**config.mk**
```make
export PLATFORM = sky130hd
export DESIGN_NAME = mult_booth32
export DESIGN_NICKNAME = d
export VERILOG_FILES = /design/src/rtl/mult_booth32.sv
export SDC_FILE = /design/constraint.sdc
export NUM_CORES = 1
export LEC_CHECK = 0
export ABC_AREA = 1
export CORE_MARGIN = 8
export CORE_UTILIZATION = 55
export CTS_CLUSTER_DIAMETER = 120
export CTS_CLUSTER_SIZE = 12
export DETAILED_ROUTE_END_ITERATION = 10
export PLACE_DENSITY = 0.81
export SLEW_MARGIN = 10
export SYNTH_ARGS = -nofsm -noshare
export SYNTH_HDL_FRONTEND = slang
export SYNTH_SLANG_ARGS = --single-unit
```
**constraint.sdc**
```tcl
create_clock -name clock -period 5.95 [get_ports clock]
set_clock_uncertainty 0.05 [all_clocks]
set_input_delay 1.19 -clock clock [delete_from_list [all_inputs] [get_ports clock]]
set_output_delay 1.19 -clock clock [all_outputs]
set_load 0.02 [all_outputs]
```
**src/rtl/mult_booth32.sv**
```systemverilog
// Sequential radix-2 Booth multiplier, 32x32 signed -> low 32 product bits plus overflow flag.
// Contains the cla_32 carry-lookahead adder that forms the accumulator's low word each cycle.

module cla_32 (
    input  logic [31:0] a,
    input  logic [31:0] b,
    input  logic        cin,
    output logic [31:0] sum,
    output logic        cout
);
    localparam int unsigned W  = 32;
    localparam int unsigned GW = 4;
    localparam int unsigned NG = W / GW;

    logic [W-1:0]  g;
    logic [W-1:0]  p;
    logic [W:0]    c;
    logic [NG-1:0] gg;
    logic [NG-1:0] gp;
    logic [NG:0]   gc;

    // Two-level lookahead: 4-bit group generate/propagate, then group carries.
    always_comb begin
        g  = a & b;
        p  = a ^ b;
        gg = '0;
        gp = '0;
        gc = '0;
        c  = '0;
        for (int k = 0; k < NG; k++) begin
            gg[k] = g[GW*k+3]
                  | (p[GW*k+3] & g[GW*k+2])
                  | (p[GW*k+3] & p[GW*k+2] & g[GW*k+1])
                  | (p[GW*k+3] & p[GW*k+2] & p[GW*k+1] & g[GW*k]);
            gp[k] = &p[GW*k +: GW];
        end
        gc[0] = cin;
        for (int k = 0; k < NG; k++) begin
            gc[k+1] = gg[k] | (gp[k] & gc[k]);
        end
        for (int k = 0; k < NG; k++) begin
            c[GW*k] = gc[k];
            for (int i = 0; i < GW - 1; i++) begin
                c[GW*k+i+1] = g[GW*k+i] | (p[GW*k+i] & c[GW*k+i]);
            end
        end
        c[W] = gc[NG];
        sum  = p ^ c[W-1:0];
        cout = c[W];
    end
endmodule

module mult_booth32 (
    input  logic        clock,
    input  logic        reset,
    input  logic        start,
    input  logic [31:0] data_operandA,
    input  logic [31:0] data_operandB,
    output logic        busy,
    output logic [31:0] data_result,
    output logic        data_exception,
    output logic        data_resultRDY
);
    localparam int unsigned W  = 32;
    localparam int unsigned CW = 6;
    localparam logic [CW-1:0] LAST = CW'(W - 1);

    logic [W-1:0]  m;
    logic [W:0]    a;
    logic [W-1:0]  q;
    logic          q_1;
    logic [CW-1:0] count;

    logic          add_op;
    logic          sub_op;
    logic [W:0]    mx;
    logic [W-1:0]  sum;
    logic          cout;
    logic [W:0]    a_sum;
    logic [W:0]    a_next;
    logic [W-1:0]  q_next;
    logic [W:0]    p_hi;
    logic          ovf;

    assign add_op = ~q[0] & q_1;
    assign sub_op = q[0] & ~q_1;

    // Operand presented to the adder: +M, ~M (with cin=1 for -M), or zero.
    always_comb begin
        mx = '0;
        if (add_op) begin
            mx = {m[W-1], m};
        end else if (sub_op) begin
            mx = ~{m[W-1], m};
        end
    end

    cla_32 u_cla (
        .a    (a[W-1:0]),
        .b    (mx[W-1:0]),
        .cin  (sub_op),
        .sum  (sum),
        .cout (cout)
    );

    // The 33rd accumulator bit keeps -(0x80000000) representable.
    assign a_sum  = {a[W] ^ mx[W] ^ cout, sum};
    assign a_next = {a_sum[W], a_sum[W:1]};
    assign q_next = {a_sum[0], q[W-1:1]};
    assign p_hi   = {a_next[W-1:0], q_next[W-1]};
    assign ovf    = ~((&p_hi) | ~(|p_hi));

    always_ff @(posedge clock) begin
        if (reset) begin
            m              <= '0;
            a              <= '0;
            q              <= '0;
            q_1            <= 1'b0;
            count          <= '0;
            busy           <= 1'b0;
            data_result    <= '0;
            data_exception <= 1'b0;
            data_resultRDY <= 1'b0;
        end else begin
            data_resultRDY <= 1'b0;
            if (busy) begin
                a     <= a_next;
                q     <= q_next;
                q_1   <= q[0];
                count <= count + CW'(1);
                if (count == LAST) begin
                    busy           <= 1'b0;
                    data_resultRDY <= 1'b1;
                    data_result    <= q_next;
                    data_exception <= ovf;
                end
            end else if (start) begin
                m     <= data_operandA;
                q     <= data_operandB;
                a     <= '0;
                q_1   <= 1'b0;
                count <= '0;
                busy  <= 1'b1;
            end
        end
    end
endmodule

```
After elaboration in Yosys (flattened, before gate mapping) --
Index checks and enable logic that the tools add are counted.
Word-level totals: logic and storage cells 181, input port bits 67, flip-flop bits (word level) 139, output and inout port bits 35
Cells by class: mux-type cells 14, equal/unequal tests 1, bitwise operators 142, $add $sub $neg 1, reductions and logical operators 14
Operators with widths (number):
- $mux W33 | 4
- $and A1 B1 Y1 | 74
- $mux W32 | 2
- $xor A32 B32 Y32 | 2
- $or A1 B1 Y1 | 57
- $not A33 Y33 | 1
- $reduce_and A33 Y1 | 1
- $reduce_or A33 Y1 | 1
- $and A32 B32 Y32 | 1
- $reduce_and A4 Y1 | 8
- $mux W6 | 2
- $add A6 B1 Y6 const B | 1
- $eq A6 B5 Y1 const B | 1
- $mux W1 | 6
- $not A1 Y1 | 5
- $reduce_and A2 Y1 | 2
- $reduce_bool A2 Y1 | 1
- $reduce_or A2 Y1 | 1
- $xor A1 B1 Y1 | 2

Depth between registers and ports, before layout --
Gate-level depths: netlist of the first run.
depth in word-level cells 33, depth in mapped cells 33, depth with buffers taken out 32

Modules after synthesis --
A second synthesis of the first run with hierarchy kept.
Unflattened totals: cells, all modules 996, area total of the unflattened synthesis 7173.1 um2
Modules (own cells, without submodules):
- mult_booth32 | cells an instance 836, times used 1, area an instance 5771.8 um2, seq. area each 2762.6 um2
- cla_32 | cells an instance 160, times used 1, area an instance 1401.3 um2, seq. area each 0.0 um2

Worst setup path before layout of the first run --
OpenSTA, ideal clock, no wires.
kind register to register, from reg q[0], to reg data_exception, required time 5.787 ns, arrival 4.464 ns, setup time 0.113 ns, buffers on the path 1, stages on the path, launching flop included 32, period minus slack after synthesis 4.627 ns, slack 1.323 ns, cells stage by stage dfxtp_1 > inv_1 > nor2_1 > clkbuf_1 > nor2_1 > a21oi_1 > ha_1 > nand2_1 > nor2_1 > nor2_1 > nand2_2 > nand2_2 > nand2_2 > nand2_2 > nand2_2 > nand2_2 > nand2_2 > nand2_2 > nand2_2 > nand2_2 > nand2_2 > nand2_2 > nand2_2 > fa_1 > fa_1 > fa_1 > nand4_1 > nor4_1 > and3_1 > nand3_1 > nand3_1 > nand2_1
On the way: word-level cells in the longest chain between the ends 32, elaborated cells on any way between the ends 151, classes of those cells mux: 2; bitwise: 139; reduce/logical: 10
RTL lines:
- start, declared | line 70 | logic [W-1:0] q;
- start signal, assigned | line 128 | q <= q_next;
- start signal, assigned | line 139 | q <= data_operandB;
- $and A1 B1 Y1 / $not A1 Y1 (equally long branches) | line 86, 85
- $mux W33 / $and A1 B1 Y1 (equally long branches) | line 93, 85
- $mux W33 | line 91 | if (add_op) begin
- $xor A32 B32 Y32 / $and A32 B32 Y32 (equally long branches) | line 25, 24
- $and A1 B1 Y1, on equally long branches | line 32, 33, 34
- $or A1 B1 Y1 (tied with other cells) | line 32 | | (p[GW*k+3] & g[GW*k+2])
- $or A1 B1 Y1 / $and A1 B1 Y1 (equally long branches) | line 33, 34
- $or A1 B1 Y1 | line 34 | | (p[GW*k+3] & p[GW*k+2] & p[GW*k+1] & g[GW*k]);
- [... 16 more ...]
- $or A1 B1 Y1 | line 44 | c[GW*k+i+1] = g[GW*k+i] | (p[GW*k+i] & c[GW*k+i]);
- $and A1 B1 Y1 | line 44
- $or A1 B1 Y1 | line 44
- $xor A32 B32 Y32 | line 48 | sum = p ^ c[W-1:0];
- $reduce_or A33 Y1 | line 111 | assign ovf = ~((&p_hi) | ~(|p_hi));
- $not A1 Y1 | line 111
- $or A1 B1 Y1 * | line 111
- $not A1 Y1 * | line 111
- end signal, assigned | line 135 | data_exception <= ovf;
- end, declared | line 61 | output logic data_exception,
Every way passes the cells marked *; elsewhere a longest branch is shown, timed or not. A chain may end at the register's enable or synchronous reset.

Worst setup path after layout of the first run --
Ends and elaborated chain as after synthesis.

==> flow_metrics.tcl, run 1 <==
set metrics [dict create \
    startpoint_type "flip-flop" \
    routed_wire_length_per_instance_um 14.7 \
    grt_pass1_wl_mm 28.7 \
    cts_sinks 138 \
    final_util_pct 69.0 \
    mappedNetlistNets 1032 \
    synth_area_per_cell_um2 7.57 \
    grt_start_max_net_pins 68 \
    cp_top_family "simple AND/OR/NAND/NOR gates" \
    report.power.total_w 0.00242 \
    critical_path_required_time_ps 6220 \
    timing.final.hold_violations 0 \
    static-leakage-power_nw 3.75 \
    min-delay-start "data_result[30]" \
    route.detailed.drc 0 \
    antenna_left 0 \
    gr-usage-all-layers_pct 21.7 \
    finalHoldWorstSlack_ps 395 \
    cts_tree "done" \
    yosysWarningCount 0 \
    top_level_ports 102 \
    fmax_mhz 187 \
    postLayoutCellArea_mm2 0.00856 \
    ys_ff_latch 138 \
    classification_of_the_worst_setup_path "reg2reg" \
    max_cap_check_violation_count 0 \
    hold_bufs_inserted_after_cts 0 \
    htreeDepth 4 \
    cts_resized 0 \
    dominant_cells_by_area_after_synthesis "sky130_fd_sc_hd__dfxtp_1 (40%), sky130_fd_sc_hd__nand2_1 (12%), sky130_fd_sc_hd__fa_1 (7.0%)" \
    insertedDiodeCount 0 \
    grt-ovfl-total 0 \
    start_util_pct 55.4 \
    slew-limit-headroom_pct 22.7 \
    clkSlewWorstSetupHoldPaths_ps 60 \
    cp-end-kind "flip-flop" \
    ys_seq_area_share_pct 40.2 \
    power_density_mw_per_mm2 283 \
    worst_setup_path_startpoint "q[0]" \
    worstReg2RegStart "q[0]" \
    post-cts-setup-buffers 0 \
    hpwl_after_detailed_placement_mm 11.6 \
    fp.dieArea_mm2 0.0163 \
    slew_at_the_pin_with_the_worst_max_slew_slack_ps 1160 \
    route.detailed.vias_per_inst 5.34 \
    peakVddDrop_mv 0.193 \
    netlist_area_mm2 0.00688 \
    final_layout_size_suffix_gt1_share_pct 6.49 \
    cp_slowest_cell "sky130_fd_sc_hd__nor2_2" \
    syn_inst 908 \
    final_max_slew_viol_count 0 \
    drt_pass1_iterations 5 \
    antenna_violations_before_repair 0 \
    layout_worst_path_cycle_share_pct 89.9 \
    fp.coreArea_mm2 0.0124 \
    run_status "complete, no violations" \
    chipHeight_um 128 \
    crit_fanout 20 \
    die_width_um 128 \
    count_of_buffers_inserted_at_the_top_level_ports 101 \
    crit_buf_inv 3 \
    cts_buffers 17 \
    routabilityCongestion 0.888 \
    clock_insertion_delay_worst_skew_ps 430 \
    syn2layout_area_growth_pct 24.5 \
    floorplan.rows 41 \
    placement.cell_area_mm2 0.00799 \
    clock_tree.buffer_depth 2 \
    synth.distinct_cells 34 \
    setup_total_negative_slack_ps 0 \
    rsz0062_at_grt "no" \
    max_stage_delay_ps 680 \
    most_frequent_cell_on_critical_path "sky130_fd_sc_hd__nand2_2" \
    layout_min_cycle_time_ps 5350 \
    dr_total_vias 6270 \
    final.fill_count 1055 \
    ctsRootBufferMaster "sky130_fd_sc_hd__clkbuf_16" \
    layout.nets 1114 \
    first_global_vias 5936 \
    post-synth-top-area-fraction_pct 40.2 \
    worst_ep_arrival_time_ps 5620 \
    finalWirelength_mm 17.3 \
    yosys.area.top_type "sky130_fd_sc_hd__dfxtp_1" \
    dr.first_iter.drc_count 473 \
    finalSetupViolations 0 \
    hold_class "reg2reg" \
]
-- metrics by stage --
stage | worst slack [ps] | instances
5_1_grt | 122 | 1174
6_report | 599 | 1174
4_1_cts | 627 | 1174
3_3_place_gp | 808 | 1143
2_1_floorplan | 1320 | 908
3_5_place_dp | 671 | 1143
-- area by class of cell --
| cell class | instances | area (µm²) | share of cell area, % |
|---|---|---|---|
| tap | 172 | 215 | 2.51 |
| clock buffer | 20 | 457 | 5.33 |
| timing repair buffer | 108 | 1060 | 12.4 |
| multi-input combinational | 643 | 3630 | 42.4 |
| clock inverter | 11 | 123 | 1.43 |
| sequential | 138 | 2760 | 32.3 |
| inverter | 82 | 308 | 3.59 |
-- metal layers --
metal	track usage [%]	part of all wire (%)	up-vias
li1	-	-	3119
met1	27.2	45	2902
met2	35.4	47	219
met3	4.62	5.6	30
met4	9.44	2.0	0
met5	0	0	-
-- path summary, 6_finish.rpt --
kind / slack [ps] / cells past startpoint / end
worst min register to register: 390 / 2 / data_result[30]
worst min-delay path: 390 / 2 / data_result[30]
worst max register to register: 600 / 27 / data_exception
worst max-delay path: 600 / 27 / data_exception
-- tightest hold or removal path: stages, from the launching register on --
cell and delay, ps:
sky130_fd_sc_hd__dfxtp_1 310, sky130_fd_sc_hd__nand2_1 60, sky130_fd_sc_hd__nand2_1 40
-- power breakdown --
part	internal, W	switching, W	leakage [nW]
Combinational	0.000159	0.000224	2.34
Sequential	0.000970	0.0000366	1.13
Clock	0.000635	0.000395	0.286
-- registers in the layout, summed over array words and instances, names as in the netlist --
name / cells
q: 32
data_exception: 1
a: 32
data_resultRDY: 1
q_1: 1
busy: 1
data_result: 32
count: 6
m: 32
-- kinds of logic (layout without fill, tap and decap cells) --
family | Yosys count | in the layout | synth area share [%]
DFF | 138 | 138 | 40.2
and+or+nand+nor | 413 | 413 | 24.9
xor gates and xnor gates | 8 | 8 | 1.02
AOI/OAI and AO/OA | 165 | 165 | 13.8
buffers and inverters | 127 | 221 | 7.11
adders and majority gates | 57 | 57 | 13.0
-- layout by cell type (no fill, tap or decap), types with 4 or more instances in the layout --
master	instances
sky130_fd_sc_hd__dfxtp_1	137
sky130_fd_sc_hd__a41oi_1	4
sky130_fd_sc_hd__nand2_1	226
sky130_fd_sc_hd__nand4_1	8
sky130_fd_sc_hd__inv_2	4
sky130_fd_sc_hd__xnor2_1	8
sky130_fd_sc_hd__clkbuf_16	17
sky130_fd_sc_hd__nor2_1	115
sky130_fd_sc_hd__nor4_1	11
sky130_fd_sc_hd__fa_1	24
sky130_fd_sc_hd__inv_1	76
sky130_fd_sc_hd__a21oi_1	75
sky130_fd_sc_hd__ha_1	33
sky130_fd_sc_hd__nand2_2	16
sky130_fd_sc_hd__a22o_1	7
sky130_fd_sc_hd__nand3_1	29
sky130_fd_sc_hd__clkinv_4	4
sky130_fd_sc_hd__o21ai_0	56
sky130_fd_sc_hd__buf_4	7
sky130_fd_sc_hd__o221ai_1	17
sky130_fd_sc_hd__clkdlybuf4s50_1	101
sky130_fd_sc_hd__clkinv_2	4
-- Yosys cell counts --
library cell and count:
sky130_fd_sc_hd__a211oi_1 2, sky130_fd_sc_hd__a21oi_1 75, sky130_fd_sc_hd__a21oi_2 1, sky130_fd_sc_hd__a221o_1 1, sky130_fd_sc_hd__a22o_1 7, sky130_fd_sc_hd__a311oi_1 1, sky130_fd_sc_hd__a31oi_1 1, sky130_fd_sc_hd__a41oi_1 4
sky130_fd_sc_hd__and3_1 1, sky130_fd_sc_hd__and3_4 1, sky130_fd_sc_hd__buf_1 8, sky130_fd_sc_hd__buf_2 1, sky130_fd_sc_hd__buf_4 1, sky130_fd_sc_hd__buf_6 1, sky130_fd_sc_hd__clkbuf_1 34, sky130_fd_sc_hd__clkinv_1 2
sky130_fd_sc_hd__dfxtp_1 138, sky130_fd_sc_hd__fa_1 24, sky130_fd_sc_hd__ha_1 33, sky130_fd_sc_hd__inv_1 77, sky130_fd_sc_hd__inv_2 3, sky130_fd_sc_hd__nand2_1 226, sky130_fd_sc_hd__nand2_2 16, sky130_fd_sc_hd__nand3_1 29
sky130_fd_sc_hd__nand3_2 1, sky130_fd_sc_hd__nand4_1 8, sky130_fd_sc_hd__nor2_1 117, sky130_fd_sc_hd__nor2_8 1, sky130_fd_sc_hd__nor4_1 11, sky130_fd_sc_hd__o21ai_0 56, sky130_fd_sc_hd__o221ai_1 17, sky130_fd_sc_hd__or2_2 1
sky130_fd_sc_hd__or3_1 1, sky130_fd_sc_hd__xnor2_1 8
No activity file was read; power rests on OpenSTA's default activity.
==> inputs of run 2 (changes only) <==
CORE_UTILIZATION = 32   (was 55)
PLACE_DENSITY = unset   (was 0.81)
==> run 2 against run 1 <==
Register-to-register slack gained 300 ps. Highest routed layer unchanged. Sequential cell count is the same. Global-route usage shrank 7.3 points. Die area grew 62%. Clock power grew 9.7%. Largest power group unchanged. Routed wire length grew 5.4%. Sequential power is essentially flat. Hold slack gained 1.8 ps. Core utilization shrank 27 points. Clock-buffer cell count shrank 1. Via count shrank 3.9%. Power grew 4.2%.
==> flow_metrics.tcl, run 2 (same netlist as run 1, synthesis figures left out) <==
set metrics [dict create \
    cp_slowest_cell "sky130_fd_sc_hd__nand2_1" \
    placement.cell_area_mm2 0.00812 \
    post-cts-setup-buffers 0 \
    reg2regPathDepth 26 \
    cts_resized 0 \
    final_layout_size_suffix_gt1_share_pct 6.77 \
    reg2reg_to "data_exception" \
    layout.nets 1115 \
    wl_met3_um 553 \
    layout_commonest_cell "sky130_fd_sc_hd__nand2_1" \
    static-leakage-power_nw 3.78 \
    crit_buf_inv 3 \
    cts_tree "done" \
    count_of_buffers_inserted_at_the_top_level_ports 101 \
    rsz0062_at_grt "no" \
    hpwl_after_detailed_placement_mm 12.6 \
    worstReg2RegStart "q[0]" \
    classification_of_the_worst_setup_path "reg2reg" \
    start_util_pct 32.6 \
    route.detailed.drc 0 \
    critical_path_required_time_ps 6220 \
    clkSlewWorstSetupHoldPaths_ps 60 \
    gr-usage-all-layers_pct 14.4 \
    power_density_mw_per_mm2 288 \
    clock_tree.buffer_depth 2 \
    final.fill_count 2178 \
    chipHeight_um 163 \
    highest_layer "met4" \
    fp.coreArea_mm2 0.0211 \
    dp_cells 1247 \
    syn2layout_area_growth_pct 27.3 \
    finalSetupViolations 0 \
    grt_start_max_net_pins 69 \
    hold_depth 2 \
    worst_hold_end "data_result[30]" \
    max_cap_check_violation_count 0 \
    layout_worst_path_cycle_share_pct 84.9 \
    cts_sinks 138 \
    crit_fanout 17 \
    insertedDiodeCount 0 \
    first_global_vias 6078 \
    setup_total_negative_slack_ps 0 \
    fmax_mhz 198 \
    antenna_left 0 \
    cp_top_family "simple AND/OR/NAND/NOR gates" \
    die_width_um 163 \
    routabilityCongestion 0.824 \
    final_util_pct 41.5 \
    floorplan.rows 53 \
    layout_min_cycle_time_ps 5050 \
    min-delay-start "data_result[30]" \
    drt_pass1_iterations 4 \
    cts_buffers 17 \
    final_cells 1279 \
    slew_at_the_pin_with_the_worst_max_slew_slack_ps 1150 \
    final_max_slew_viol_count 0 \
    most_frequent_cell_on_critical_path "sky130_fd_sc_hd__nand2_2" \
    clock_insertion_delay_worst_skew_ps 430 \
    timing.final.hold_violations 0 \
    dr.first_iter.drc_count 344 \
    fp.dieArea_mm2 0.0264 \
    cp-end-kind "flip-flop" \
    postLayoutCellArea_mm2 0.00875 \
    worst_ep_arrival_time_ps 5320 \
    run_status "complete, no violations" \
    hold_class "reg2reg" \
    startpoint_type "flip-flop" \
    grt-ovfl-total 0 \
    layout_common_cells "sky130_fd_sc_hd__nand2_1 (226), sky130_fd_sc_hd__dfxtp_1 (137), sky130_fd_sc_hd__nor2_1 (115)" \
    route.detailed.vias_per_inst 4.71 \
    peakVddDrop_mv 0.163 \
    hold_bufs_inserted_after_cts 0 \
    top_level_ports 102 \
    report.power.total_w 0.00252 \
    routed_wire_length_per_instance_um 14.2 \
    ctsRootBufferMaster "sky130_fd_sc_hd__clkbuf_16" \
    reg2reg_slack_ps 900 \
    antenna_violations_before_repair 0 \
    wl_met2_mm 8.72 \
    htreeDepth 4 \
    dr_total_vias 6024 \
    slew-limit-headroom_pct 22.9 \
    grt_pass1_wl_mm 30.8 \
    max_stage_delay_ps 480 \
    wirelength_met1_mm 8.52 \
    finalWirelength_mm 18.2 \
]
[run 2: stage by stage]
step	setup WS [ps]	hold slack [ps]
finish	899	397
floorplan	1320	393
detailed placement	904	386
global placement	1060	382
CTS	865	401
global route	331	420
[run 2: power breakdown]
group	internal, W	total, W	switching, W
clock network	0.000694	0.00113	0.000440
logic	0.000160	0.000382	0.000223
registers	0.000970	0.00101	0.0000359
[run 2: cell type report]
cell class | count | area [µm²] | area share, %
multi-input combinational | 643 | 3630 | 41.5
sequential | 138 | 2760 | 31.6
timing repair buffer | 109 | 1070 | 12.2
clock buffer | 19 | 453 | 5.17
tap | 275 | 344 | 3.93
inverter | 82 | 308 | 3.52
clock inverter | 13 | 180 | 2.06
[run 2: layer usage]
layer | global-route usage [%] | vias up
li1 | - | 3135
met1 | 17.5 | 2782
met2 | 24.5 | 80
met3 | 2.83 | 27
met4 | 6.09 | 0
met5 | 0 | -
[run 2: worst max path at each step]
stage | start | slack (ps) | cells after the start | to
2_1_floorplan | q[0] | 1320 | 31 | data_exception
3_3_place_gp | q[0] | 1060 | 26 | data_exception
3_5_place_dp | q[0] | 900 | 31 | data_exception
4_1_cts | q[0] | 870 | 26 | data_exception
5_1_grt | q[0] | 330 | 26 | data_exception
6_report | q[0] | 900 | 26 | data_exception
[run 2: tightest hold or removal path, cell delays in order (launching register included)]
cell	delay, ps
sky130_fd_sc_hd__dfxtp_1	310
sky130_fd_sc_hd__nand2_1	60
sky130_fd_sc_hd__nand2_1	40
==> patch: new RTL, settings of run 2 <==
Set the localparam `CW` to 3 (it was 6).
--- a/src/rtl/mult_booth32.sv
+++ b/src/rtl/mult_booth32.sv
@@ -63,5 +63,5 @@
 );
     localparam int unsigned W  = 32;
-    localparam int unsigned CW = 6;
+    localparam int unsigned CW = 3;
     localparam logic [CW-1:0] LAST = CW'(W - 1);
 
Function: changed (Yosys sat finds a counterexample within 10 cycles, from zero or initial values and one cycle with reset high).
==> patch against run 2 <==
Count of clock-buffer cells in the layout shrank 2; combinational power shrank 1%; hold slack gained 0.0081 ns; utilization shrank 0.24 points; final cell count shrank 1.6%; total power shrank 3.3%; setup slack gained 0.15 ns; sequential cell count shrank 3; wire length shrank 6.5%; cell area shrank 1.5%; synthesized area shrank 1.7%; synthesized cell count shrank 2.4%; largest power group unchanged.
==> patch: results (changes against run 2) <==
metric,value,unit,change
yosys warns,0,,unchanged
Tot GR Track Use,13.3,%,was 14.4%
Post-Layout Cell Count,1258,,"was 1,279"
synthesized instance count,886,,was 908
launch point of the worst reg-to-reg path,q[0],,unchanged
R2R cell count,24,,was 26
clock-pin slew on the worst setup and hold paths,0.07,ns,
status,completed,,unchanged
clk root buf,clkbuf_16,,unchanged
FILL cells,2173,,"was 2,178"
setup slack on the worst flop-to-flop path,1.05,ns,was 0.90 ns
via count of the routed design,5792,,"was 6,024"
switch share,29.9,%,was 27.7%
clock buffer depth,2,,unchanged
nets@finish,1095,,"was 1,115"
Final GP Congestion,0.785,,was 0.824
Routed Wire Length,17000,um,"was 18,200 um"
first-pass GRT wire length,28300,um,"was 30,800 um"
Leakage,3.72,nW,was 3.78 nW
"Max FO, Critical Path",20,,was 17
"Async S/R FF share, synth",0,%,unchanged
first-pass iteration count of the detailed router,5,,was 4
First DRT Iteration DRCs,350,,was 344
Synth top cells by count,"nand2_1 (218), dfxtp_1 (135), nor2_1 (108), inv_1 (74), a21oi_1 (72)",,"was nand2_1 (226), dfxtp_1 (138), nor2_1 (117), inv_1 (77), a21oi_1 (75)"
measured slew at the worst slew-check pin,1.06,ns,was 1.15 ns
Max VDD drop,196,uV,was 163 uV
Final Hold Fails,0,,unchanged
"Distinct cells, synth",32,,was 34
placed insts,1226,,"was 1,247"
post-synthesis sequential area ratio,40.0,%,was 40.2%
largest net degree at the start of global routing,66,,was 69
WHS Endpoint,data_result[30],,unchanged
"top cells by area, synth","dfxtp_1 (40%), nand2_1 (12%), fa_1 (7.1%), ha_1 (6.3%), nor2_1 (6.0%)",,"was dfxtp_1 (40%), nand2_1 (12%), fa_1 (7.0%), nor2_1 (6.4%), ha_1 (6.0%)"
r2r endpoint,data_exception,,unchanged
hold path startpoint,data_result[30],,unchanged
post-DP HPWL,11900,um,"was 12,600 um"
layout cells sized above 1,7.73,%,was 6.77%
post-synth net total,1011,,"was 1,032"
critical path data arrival time,5.17,ns,was 5.32 ns
patch: power by group through the flow:
| stage | Combinational (mW) | Sequential [mW] | Clock (mW) |
|---|---|---|---|
| after floorplan | 0.261 | 0.996 | 0 |
| after global placement | 0.379 | 1.00 | 0 |
| after detailed placement | 0.381 | 1.00 | 0 |
| after CTS | 0.383 | 0.984 | 1.10 |
| after global routing | 0.431 | 0.991 | 1.14 |
| final | 0.378 | 0.983 | 1.08 |
patch: through the flow:
stage | power (mW) | hold slack [ns] | cell area, um^2 | setup WS [ns]
after floorplan | 1.26 | 0.383 | 6760 | 1.26
after CTS | 2.47 | 0.411 | 8620 | 1.03
final | 2.44 | 0.405 | 8620 | 1.05
after detailed placement | 1.38 | 0.393 | 8020 | 1.05
after global placement | 1.38 | 0.387 | 8020 | 1.19
after global routing | 2.56 | 0.426 | 8620 | 0.539
patch: critical path, stage by stage (launching register included):
cell and delay [ns]:
dfxtp_1 0.37, inv_1 0.08, nand2_1 0.35, buf_4 0.35, a21oi_1 0.11, ha_1 0.32, nand2_1 0.10, inv_1 0.07
a221o_1 0.33, a31oi_4 0.15, nand2_2 0.09, nand2_2 0.06, nand2_2 0.06, fa_1 0.41, fa_1 0.43, fa_1 0.41
xnor2_1 0.13, inv_1 0.09, nand4_1 0.10, nor3_1 0.15, nand3_1 0.09, nor4_1 0.23, nand3_1 0.11, nand3_1 0.09
nand2_1 0.05
patch: layout make-up:
class                   instances  area, um^2  share of cell area (%)
repair buffers                110        1080                    12.5
multi-input cells             625        3590                    41.6
well taps                     275         344                    3.99
flip-flops and latches        135        2700                    31.4
clock inverters                15         179                    2.08
inverters                      81         304                    3.53
clock buffers                  17         425                    4.93
patch: worst max-delay path by stage:
stage                     start              to  slack (ns)  cells past startpoint
final                      q[0]  data_exception        1.05                     24
after global placement     q[0]  data_exception        1.19                     24
after global routing       q[0]  data_exception        0.54                     34
after floorplan            q[0]  data_exception        1.26                     34
after CTS                  q[0]  data_exception        1.03                     24
after detailed placement   q[0]  data_exception        1.05                     24
patch: kinds of logic after synthesis:
| kind of cell | after synthesis | share of synthesized area [%] |
|---|---|---|
| and+or+nand+nor | 397 | 24.2 |
| AOI/OAI and AO/OA | 162 | 14.3 |
| DFF | 135 | 40.0 |
| buffers and inverters | 126 | 7.13 |
| adders and majority gates | 58 | 13.4 |
| xor gates and xnor gates | 8 | 1.04 |
patch: per-layer routing:
metal | up-vias | global-route usage, % | wire [um]
met2 | 119 | 21.4 | 7620
met4 | 0 | 4.80 | 281
met5 | - | 0 | 0
met1 | 2595 | 17.0 | 8410
li1 | 3056 | - | -
met3 | 22 | 3.21 | 714
